$ cat config.mk
export PLATFORM = sky130hd
export DESIGN_NAME = jk_bank_arbiter_flat
export DESIGN_NICKNAME = d
export VERILOG_FILES = /design/src/rtl/jk_bank_arbiter_if.sv /design/src/rtl/jk_bank_arbiter.sv /design/src/flat_wrapper.sv
export SDC_FILE = /design/constraint.sdc
export NUM_CORES = 1
export LEC_CHECK = 0
export CAP_MARGIN = 10
export CORE_ASPECT_RATIO = 0.7
export CORE_MARGIN = 2
export CORE_UTILIZATION = 30
export DETAILED_ROUTE_END_ITERATION = 10
export DONT_BUFFER_PORTS = 1
export GPL_TIMING_DRIVEN = 0
export SLEW_MARGIN = 0
export SYNTH_ARGS = -nofsm -noshare
export SYNTH_HDL_FRONTEND = slang
export SYNTH_SLANG_ARGS = --single-unit
$ cat constraint.sdc
create_clock -name clk -period 2.6 [get_ports clk]
set_input_delay 0.52 -clock clk [delete_from_list [all_inputs] [get_ports clk]]
set_output_delay 0.52 -clock clk [all_outputs]
set_load 0.05 [all_outputs]
$ cat src/rtl/jk_bank_arbiter_if.sv
// -----------------------------------------------------------------------------
// jk_bank_arbiter_if
//
// Bundles the command bus between two requesters and the JK flop bank.
//
// Parameters
//   N          number of JK flip-flops in the bank
//   IW         flop index width, clog2(N)
//
// Signals
//   req_valid  [1:0]       per-requester command valid (bit r = requester r)
//   req_idx    [2*IW-1:0]  target flop index, requester r owns [IW*r +: IW]
//   req_j      [1:0]       J value per requester
//   req_k      [1:0]       K value per requester
//   req_ready  [1:0]       one-hot grant or zero; accept on valid & ready
//   q          [N-1:0]     bank flop outputs
//   q1         [N-1:0]     complement of q
//   done                   one-cycle pulse after a command has been applied
//   cmd_count  [7:0]       commands applied since reset, wraps at 256
//
// Modports
//   master     requester side (drives the request fields)
//   slave      bank side (drives grant and bank state)
// -----------------------------------------------------------------------------
interface jk_bank_arbiter_if #(
    parameter int N  = 4,
    parameter int IW = 2
);

    logic [1:0]      req_valid;
    logic [2*IW-1:0] req_idx;
    logic [1:0]      req_j;
    logic [1:0]      req_k;
    logic [1:0]      req_ready;
    logic [N-1:0]    q;
    logic [N-1:0]    q1;
    logic            done;
    logic [7:0]      cmd_count;

    modport master (
        output req_valid,
        output req_idx,
        output req_j,
        output req_k,
        input  req_ready,
        input  q,
        input  q1,
        input  done,
        input  cmd_count
    );

    modport slave (
        input  req_valid,
        input  req_idx,
        input  req_j,
        input  req_k,
        output req_ready,
        output q,
        output q1,
        output done,
        output cmd_count
    );

endinterface

$ cat src/rtl/jk_bank_arbiter.sv
// -----------------------------------------------------------------------------
// jk_bank_arbiter
//
// A bank of N JK flip-flops shared by two requesters. In IDLE the two
// requesters are arbitrated combinationally (round robin on contention); the
// winning command is captured and applied to its flop on the following edge,
// which also pulses done and bumps cmd_count. At most one command every two
// cycles.
//
// Parameters
//   N    number of JK flip-flops (default 4)
//   IW   index width, must equal clog2(N) (default 2)
//
// Ports
//   clk  single clock, all state updates on the rising edge
//   rst  synchronous, active-high reset
//   bus  jk_bank_arbiter_if slave modport:
//          req_valid/req_idx/req_j/req_k in, req_ready/q/q1/done/cmd_count out
// -----------------------------------------------------------------------------
module jk_bank_arbiter #(
    parameter int N  = 4,
    parameter int IW = 2
) (
    input  logic             clk,
    input  logic             rst,
    jk_bank_arbiter_if.slave bus
);

    typedef enum logic {
        IDLE = 1'b0,
        EXEC = 1'b1
    } state_t;

    typedef struct packed {
        logic [IW-1:0] idx;
        logic          j;
        logic          k;
    } cmd_t;

    // -------------------------------------------------------------------------
    // State
    // -------------------------------------------------------------------------
    state_t       state;
    cmd_t         cmd;        // command captured at acceptance
    logic         rr_ptr;     // requester favoured when both are valid
    logic [N-1:0] q_reg;
    logic         done_reg;
    logic [7:0]   count_reg;

    // -------------------------------------------------------------------------
    // Arbitration (combinational, only in IDLE and outside reset)
    // -------------------------------------------------------------------------
    logic [1:0] grant;
    logic       winner;
    logic       accept;
    cmd_t       win_cmd;

    always_comb begin
        // NOTE: every output of this block gets a default first, so no path
        // through the case leaves it unassigned and no latch is inferred.
        grant  = 2'b00;
        winner = 1'b0;
        if (!rst && state == IDLE) begin
            case (bus.req_valid)
                2'b01: begin
                    grant  = 2'b01;
                    winner = 1'b0;
                end
                2'b10: begin
                    grant  = 2'b10;
                    winner = 1'b1;
                end
                2'b11: begin
                    winner = rr_ptr;
                    grant  = rr_ptr ? 2'b10 : 2'b01;
                end
                default: begin
                    grant  = 2'b00;
                    winner = 1'b0;
                end
            endcase
        end
    end

    assign accept = |grant;

    // Fields of the winning requester, ready to be captured.
    always_comb begin
        if (winner) begin
            win_cmd.idx = bus.req_idx[2*IW-1:IW];
            win_cmd.j   = bus.req_j[1];
            win_cmd.k   = bus.req_k[1];
        end else begin
            win_cmd.idx = bus.req_idx[IW-1:0];
            win_cmd.j   = bus.req_j[0];
            win_cmd.k   = bus.req_k[0];
        end
    end

    // -------------------------------------------------------------------------
    // Next bank value for the captured command
    // -------------------------------------------------------------------------
    // The per-bit select is a decode against each legal index, so an index
    // at or beyond N (only possible when N is not a power of two) selects
    // nothing and the bank holds.
    logic [N-1:0] sel;
    logic [N-1:0] q_next;

    always_comb begin
        for (int i = 0; i < N; i++) begin
            sel[i]    = (cmd.idx == IW'(i));
            q_next[i] = q_reg[i];
            if (sel[i]) begin
                case ({cmd.j, cmd.k})
                    2'b01:   q_next[i] = 1'b0;
                    2'b10:   q_next[i] = 1'b1;
                    2'b11:   q_next[i] = ~q_reg[i];
                    default: q_next[i] = q_reg[i];
                endcase
            end
        end
    end

    // -------------------------------------------------------------------------
    // FSM and registered outputs
    // -------------------------------------------------------------------------
    // NOTE: all state here uses non-blocking assignments so every register
    // samples pre-edge values, independent of statement order.
    always_ff @(posedge clk) begin
        if (rst) begin
            // A command still in EXEC is dropped: no q change and no done.
            state     <= IDLE;
            cmd       <= '0;
            rr_ptr    <= 1'b0;
            q_reg     <= '0;
            done_reg  <= 1'b0;
            count_reg <= 8'd0;
        end else begin
            done_reg <= 1'b0;
            case (state)
                IDLE: begin
                    if (accept) begin
                        cmd    <= win_cmd;
                        // The requester just served loses the next tie.
                        rr_ptr <= ~winner;
                        state  <= EXEC;
                    end
                end
                EXEC: begin
                    q_reg     <= q_next;
                    done_reg  <= 1'b1;
                    count_reg <= count_reg + 8'd1;   // wraps 255 -> 0
                    state     <= IDLE;
                end
                default: state <= IDLE;
            endcase
        end
    end

    // -------------------------------------------------------------------------
    // Outputs
    // -------------------------------------------------------------------------
    assign bus.req_ready = grant;
    assign bus.q         = q_reg;
    assign bus.q1        = ~q_reg;
    assign bus.done      = done_reg;
    assign bus.cmd_count = count_reg;

endmodule
$ cat src/flat_wrapper.sv
// flat-port wrapper written by rule: the top's interface ports become plain ports
module jk_bank_arbiter_flat 
#(
    parameter int N  = 4,
    parameter int IW = 2
)
  (clk, rst, bus_req_valid, bus_req_idx, bus_req_j, bus_req_k, bus_req_ready, bus_q, bus_q1, bus_done, bus_cmd_count);
  jk_bank_arbiter_if #(.N(N), .IW(IW)) bus_i ();
  input  logic clk;
  input  logic rst;
  input wire logic [$bits(bus_i.req_valid)-1:0] bus_req_valid;
  input wire logic [$bits(bus_i.req_idx)-1:0] bus_req_idx;
  input wire logic [$bits(bus_i.req_j)-1:0] bus_req_j;
  input wire logic [$bits(bus_i.req_k)-1:0] bus_req_k;
  output wire logic [$bits(bus_i.req_ready)-1:0] bus_req_ready;
  output wire logic [$bits(bus_i.q)-1:0] bus_q;
  output wire logic [$bits(bus_i.q1)-1:0] bus_q1;
  output wire logic [$bits(bus_i.done)-1:0] bus_done;
  output wire logic [$bits(bus_i.cmd_count)-1:0] bus_cmd_count;
  assign bus_i.req_valid = bus_req_valid;
  assign bus_i.req_idx = bus_req_idx;
  assign bus_i.req_j = bus_req_j;
  assign bus_i.req_k = bus_req_k;
  assign bus_req_ready = bus_i.req_ready;
  assign bus_q = bus_i.q;
  assign bus_q1 = bus_i.q1;
  assign bus_done = bus_i.done;
  assign bus_cmd_count = bus_i.cmd_count;
  jk_bank_arbiter #(.N(N), .IW(IW)) u_core (.clk(clk), .rst(rst), .bus(bus_i));
endmodule
==> summary.md, run 1 <==
### Drt
• **Avg WL per Cell** 13.9 um
• **total via count after detailed routing** 775
• **detailed router's first-iteration violation count** 34
• **wire length reported by the detailed router** 2.01 mm
• **number of nets still failing antenna checks after routing** 0
• **First-pass DRT Iterations** 4
• **Residual DRC** 0
• **via count normalized by instance count** 5.34

### Timing
• **slew margin rel.** 0.294
• **RSZ-0062 raised after global routing** no
• **final setup vio count** 0
• **peak clock frequency supported by timing** 416 MHz
• **summed negative setup slack over all endpoints** 0 ns
• **Tmin final** 2.40 ns
• **final cycle utilization of the critical path** 0.925
• **max-slew violation count** 0
• **Setup WS post-layout** 0.195 ns
• **Final Hold Vio Count** 0
• **transition time of the tightest slew-check pin** 1.06 ns
• **final setup skew** 0.00276 ns

### Power and ir drop
• **pwr/cell area** 615 nW/um^2
• **Leak Pwr** 0.318 nW
• **worst IR drop on VDD** 216 uV

### Die
• **placement row count** 16
• **initial core utilization** 0.317
• **area of the die** 3440 um^2
• **y dimension of the die** 49.7 um
• **Floorplan Core Area** 2820 um^2
• **number of top-level design ports** 31
• **DIE WIDTH** 69.3 um

### Synth
• **cell taking the most area after synthesis** dfxtp_1
• **mean cell area of the mapped netlist** 8.52 um^2
• **sequential fraction of the synthesis area** 0.425
• **leading cell types by total area after synthesis** dfxtp_1 43%, a21oi_1 5.0%, nand4_1 4.9%, a311oi_1 3.9%, o21ai_0 3.9%
• **synthesized instance count** 105
• **post-synth cell types** 31
• **number of warnings reported in the yosys synthesis log** 0
• **cell area after synthesis** 895 um^2
• **top cell type's share of synthesized area** 0.425
• **synthesized flop and latch total** 19
• **number of nets produced by synthesis** 118

### Clock network
• **TritonCTS Sinks** 19
• **Post CTS Setup Buffer Count** 0
• **clock-pin slew on the worst setup and hold paths** 0.07 ns
• **clock tree from TritonCTS** done
• **count of hold-fix buffers inserted at cts** 0
• **number of gates resized after CTS** 0
• **TritonCTS buffer count** 3
• **Clock Path Buffers** 2
• **count of H-tree levels built during CTS** 1
• **CTS root buf** clkbuf_8
• **worst-skew pair later-pin latency** 0.26 ns

### Critical path
• **Max FO, Critical Path** 6
• **cell type of the slowest stage on the worst timing path** nor2_1
• **required arrival time at the worst endpoint** 2.08 ns
• **critical path class** register to output port
• **worst stage delay on the critical path** 0.72 ns
• **CP Capture Type** output port
• **Worst EP arrival** 1.88 ns
• **Worst Setup Start Kind** register
• **ordered cell list for the critical path** or3b_2, nor2_1

### Layout
• **number of flip-flops in the largest register** 8
• **antenna diode instance count** 0
• **fraction of final layout cells sized beyond drive strength 1** 0.0734
• **design area** 985 um^2
• **Final Core Density** 0.349
• **area overhead of the layout relative to synthesis** 10.1%
• **final net count** 123

### Global routing
• **global-route wire length before repair** 3.50 mm
• **number of antenna violations at the first check in global routing** 0
• **total global routing overflow** 0
• **all-layer global routing usage** 0.126
• **via count of the first global-routing pass** 744
• **maximum number of pins on one net before global-route repair** 11

### Job
• **max-cap check violation count** 0

### Place
• **DPL Wire Length** 1.49 mm
• **Post-Place Setup Slack** 0.338 ns
• **global placement routability congestion** 0.785
• **count of buffers from port buffering** 0
• **placement-stage cell area** 940 um^2

### Min path
• **Hold/Removal Path Class** input port to register

### Run status
• **status** finished clean

## critical path, delay by kind of cell, from the launching register on
| family | cells | cell delay [ns] |
|---|---|---|
| DFF | 1 | 0.37 |
| and+or+nand+nor | 2 | 1.26 |
## metal layers
layer / global-route usage / share of wire / wire length, um
met5: 0 / 0 / 0
met1: 0.155 / 0.47 / 938
met4: 0.0490 / 0.0060 / 12
met2: 0.196 / 0.44 / 891
met3: 0.0532 / 0.083 / 167
## Yosys cell counts
cell type / instances
clkbuf_1: 4
o2111ai_1: 1
buf_2: 1
nand3b_1: 1
nor2_2: 1
or3b_2: 1
nand2_1: 6
or2_4: 1
o31ai_1: 3
ha_1: 1
inv_1: 5
a21oi_1: 9
nor2_1: 9
nor3_1: 1
nand2b_1: 3
nand4_1: 7
and2_0: 1
or3_1: 2
xor2_1: 3
nand3_1: 2
o211ai_1: 1
a21boi_0: 1
xnor2_1: 1
a311oi_1: 4
dfxtp_1: 19
mux2i_1: 3
a2bb2oi_1: 1
nor2b_1: 3
or4_1: 2
a21bo_2: 1
o21ai_0: 7
## cell type report
class | count | area [um^2]
flip-flops and latches | 19 | 380
multi-input cells | 76 | 475
clock buffers | 4 | 45.0
well taps | 36 | 45.0
plain buffers | 5 | 20.0
fillers | 283 | 1840
inverters | 5 | 18.8
## cells in the final DEF (no fill, tap or decap), drive strengths merged, types with 2 or more instances in the layout
cell    instances
a21oi           9
a311oi          4
clkbuf          8
dfxtp          19
inv             5
mux2i           3
nand2           6
nand2b          3
nand3           2
nand4           7
nor2           10
nor2b           3
o21ai           7
o31ai           3
or3             2
or4             2
xor2            3
## worst paths after layout
path	start	end	slack, ns	depth (start not counted)
worst max register to register	u_core.bus.cmd_count[0]	u_core.bus.cmd_count[6]	0.83	4
worst max-delay path	u_core.state	bus_req_ready[1]	0.20	2
worst min register to register	u_core.rr_ptr	u_core.rr_ptr	0.55	2
worst min-delay path	bus_req_valid[1]	u_core.cmd[1]	0.45	2
## kinds of logic after synthesis
kind of cell | share of synthesized area
AO/OA/AOI/OAI | 0.201
XOR/XNOR | 0.0392
adder cells (fa/ha/maj) | 0.0140
buffers and inverters | 0.0433
flip-flops | 0.425
multiplexers | 0.0336
AND/OR/NAND/NOR | 0.243
## power breakdown
group	switching, mW	internal [mW]	total, mW	leakage (nW)
logic	0.0405	0.0246	0.0651	0.141
registers	0.0302	0.303	0.333	0.155
clock network	0.0985	0.109	0.208	0.0228
## per-stage QoR
stage / std cells / hold slack [ns] / total power [mW]
after floorplan: 105 / 0.491 / 0.390
after global placement: 141 / 0.523 / 0.402
after detailed placement: 141 / 0.536 / 0.405
after CTS: 145 / 0.450 / 0.612
after global routing: 145 / 0.447 / 0.638
final: 145 / 0.448 / 0.606
No activity file was read; power rests on OpenSTA's default activity.
==> run 2: changes to the inputs <==
Settings changed: REMOVE_ABC_BUFFERS from default to 1.
==> run 2 against run 1 <==
Critical path depth unchanged. Hold slack worse by 0.12 ns. Highest routed layer unchanged. Sequential share of layout area up 0.55 points. Global-route usage down 1.0 points. Critical path type unchanged. Largest power group unchanged. Setup slack better by 0.084 ns.
==> summary.md, run 2 (synthesis results as in run 1) <==
### Run status
• **status** finished clean

### Timing
• **final cycle utilization of the critical path** 0.892, -0.0324
• **slew margin rel.** 0.578, +0.284
• **Tmin final** 2.32 ns, -0.0842 ns
• **RSZ-0062 raised after global routing** no
• **Final Hold Vio Count** 0, unchanged
• **transition time of the tightest slew-check pin** 0.632 ns, -0.430 ns
• **max-slew violation count** 0, unchanged
• **summed negative setup slack over all endpoints** 0 ns, unchanged
• **final setup vio count** 0, unchanged
• **peak clock frequency supported by timing** 431 MHz, +3.6%
• **final setup skew** 0.00359 ns, +0.000837 ns

### Die
• **number of top-level design ports** 31, unchanged
• **initial core utilization** 0.317, unchanged
• **area of the die** 3440 um^2, unchanged
• **y dimension of the die** 49.7 um, unchanged
• **DIE WIDTH** 69.3 um, unchanged
• **placement row count** 16, unchanged
• **Floorplan Core Area** 2820 um^2, unchanged

### Job
• **max-cap check violation count** 0, unchanged

### Place
• **count of buffers from port buffering** 0, unchanged
• **DPL Wire Length** 1.31 mm, -12%
• **global placement routability congestion** 0.740, -5.8%
• **total instance count after detailed placement** 136, -3.5%

### Power and ir drop
• **total power after layout** 0.594 mW, -1.9%
• **worst IR drop on VDD** 227 uV, +5.2%
• **pwr/cell area** 612 nW/um^2, -0.47%
• **Leak Pwr** 0.309 nW, -3.1%

### Critical path
• **critical path class** register to output port
• **Worst EP arrival** 1.80 ns, -0.08 ns
• **Max FO, Critical Path** 15, +9
• **required arrival time at the worst endpoint** 2.08 ns, about the same
• **Worst Setup Start Kind** register
• **CP Capture Type** output port

### Global routing
• **all-layer global routing usage** 0.116, -0.0101
• **total global routing overflow** 0, unchanged
• **via count of the first global-routing pass** 714, -4.0%
• **global-route wire length before repair** 3.19 mm, -8.9%
• **maximum number of pins on one net before global-route repair** 23, +12
• **number of antenna violations at the first check in global routing** 0, unchanged

### Clock network
• **clock tree from TritonCTS** done
• **clock-pin slew on the worst setup and hold paths** 0.07 ns, about the same
• **worst-skew pair later-pin latency** 0.25 ns, about the same
• **CTS root buf** clkbuf_8
• **count of H-tree levels built during CTS** 1, unchanged
• **TritonCTS buffer count** 3, unchanged
• **count of hold-fix buffers inserted at cts** 0, unchanged
• **Clock Path Buffers** 2, unchanged
• **TritonCTS Sinks** 19, unchanged

### Layout
• **antenna diode instance count** 0, unchanged
• **final cell count without fillers** 140, -3.4%
• **number of flip-flops in the largest register** 8, unchanged
• **most common cell after layout, fill and taps aside** dfxtp_1
• **fraction of final layout cells sized beyond drive strength 1** 0.0865, +0.0131
• **area overhead of the layout relative to synthesis** 8.53%
• **most used cells in the layout excluding fill and tap cells** 19 x dfxtp_1, 8 x nor2_1, 8 x a21oi_1
• **final net count** 118, -4.1%
• **number of fillers in the final layout** 295, +4.2%

### Drt
• **detailed router's first-iteration violation count** 36, +5.9%
• **Residual DRC** 0, unchanged
• **Avg WL per Cell** 13.3 um, -4.0%
• **number of nets still failing antenna checks after routing** 0, unchanged
• **wire length reported by the detailed router** 1.86 mm, -7.3%
• **First-pass DRT Iterations** 4, unchanged
• **total via count after detailed routing** 748, -3.5%
• **via count normalized by instance count** 5.34, about the same

### Min path
• **Hold/Removal Path Class** input port to register

==> run 2: cell types whose count changed in the layout (fill, tap and decap cells not counted), sizes merged <==
cell | before | now
buf | 1 | 0
clkbuf | 8 | 4
==> run 2: area by class of cell <==
class                      count  area (um^2)  area share
multi-input combinational     76          482       0.496
clock buffer                   4         45.0      0.0464
tap                           36         45.0      0.0464
sequential                    19          380       0.392
inverter                       5         18.8      0.0193
==> run 2: metal layers <==
layer  global-route usage  share of wire  up-vias
met5                    0              0        -
met4               0.0294         0.0059        0
met3               0.0511          0.071        2
met2                0.191           0.41       16
met1                0.139           0.51      349
li1                     -              -      381
==> run 2: final timing paths <==
kind / depth (start not counted) / from / slack [ns] / endpoint
worst min-delay path: 1 / rst / 0.33 / u_core.bus.q[2]
worst max-delay path: 2 / u_core.state / 0.28 / bus_req_ready[1]
worst max register to register: 4 / u_core.bus.cmd_count[0] / 0.85 / u_core.bus.cmd_count[6]
worst min register to register: 2 / u_core.rr_ptr / 0.55 / u_core.rr_ptr
==> run 2: timing repair <==
| action | in CTS | in global routing |
|---|---|---|
| buffers inserted | 0 | 0 |
| endpoints found under the setup margin | 0 | 2 |
| gates resized for setup | 0 | 2 |
==> run 2: stage by stage <==
step / hold WS, ns / worst slack [ns] / util / area (um^2)
floorplan: 0.491 / 0.426 / - / 875
detailed placement: 0.535 / 0.299 / 0.326 / 920
global placement: 0.514 / 0.304 / 0.326 / 920
global route: 0.314 / 0.210 / 0.344 / 971
CTS: 0.320 / 0.00980 / 0.342 / 965
finish: 0.326 / 0.280 / 0.344 / 971
==> run 2: critical path, cell delays in order (launching register included) <==
cell     delay, ns
dfxtp_1       0.49
or3b_2        0.59
nor2_2        0.46
==> run 2: power by group <==
part	internal, mW	total, mW	switching (mW)
sequential	0.303	0.338	0.0350
combinational	0.0226	0.0519	0.0293
clock	0.109	0.205	0.0958
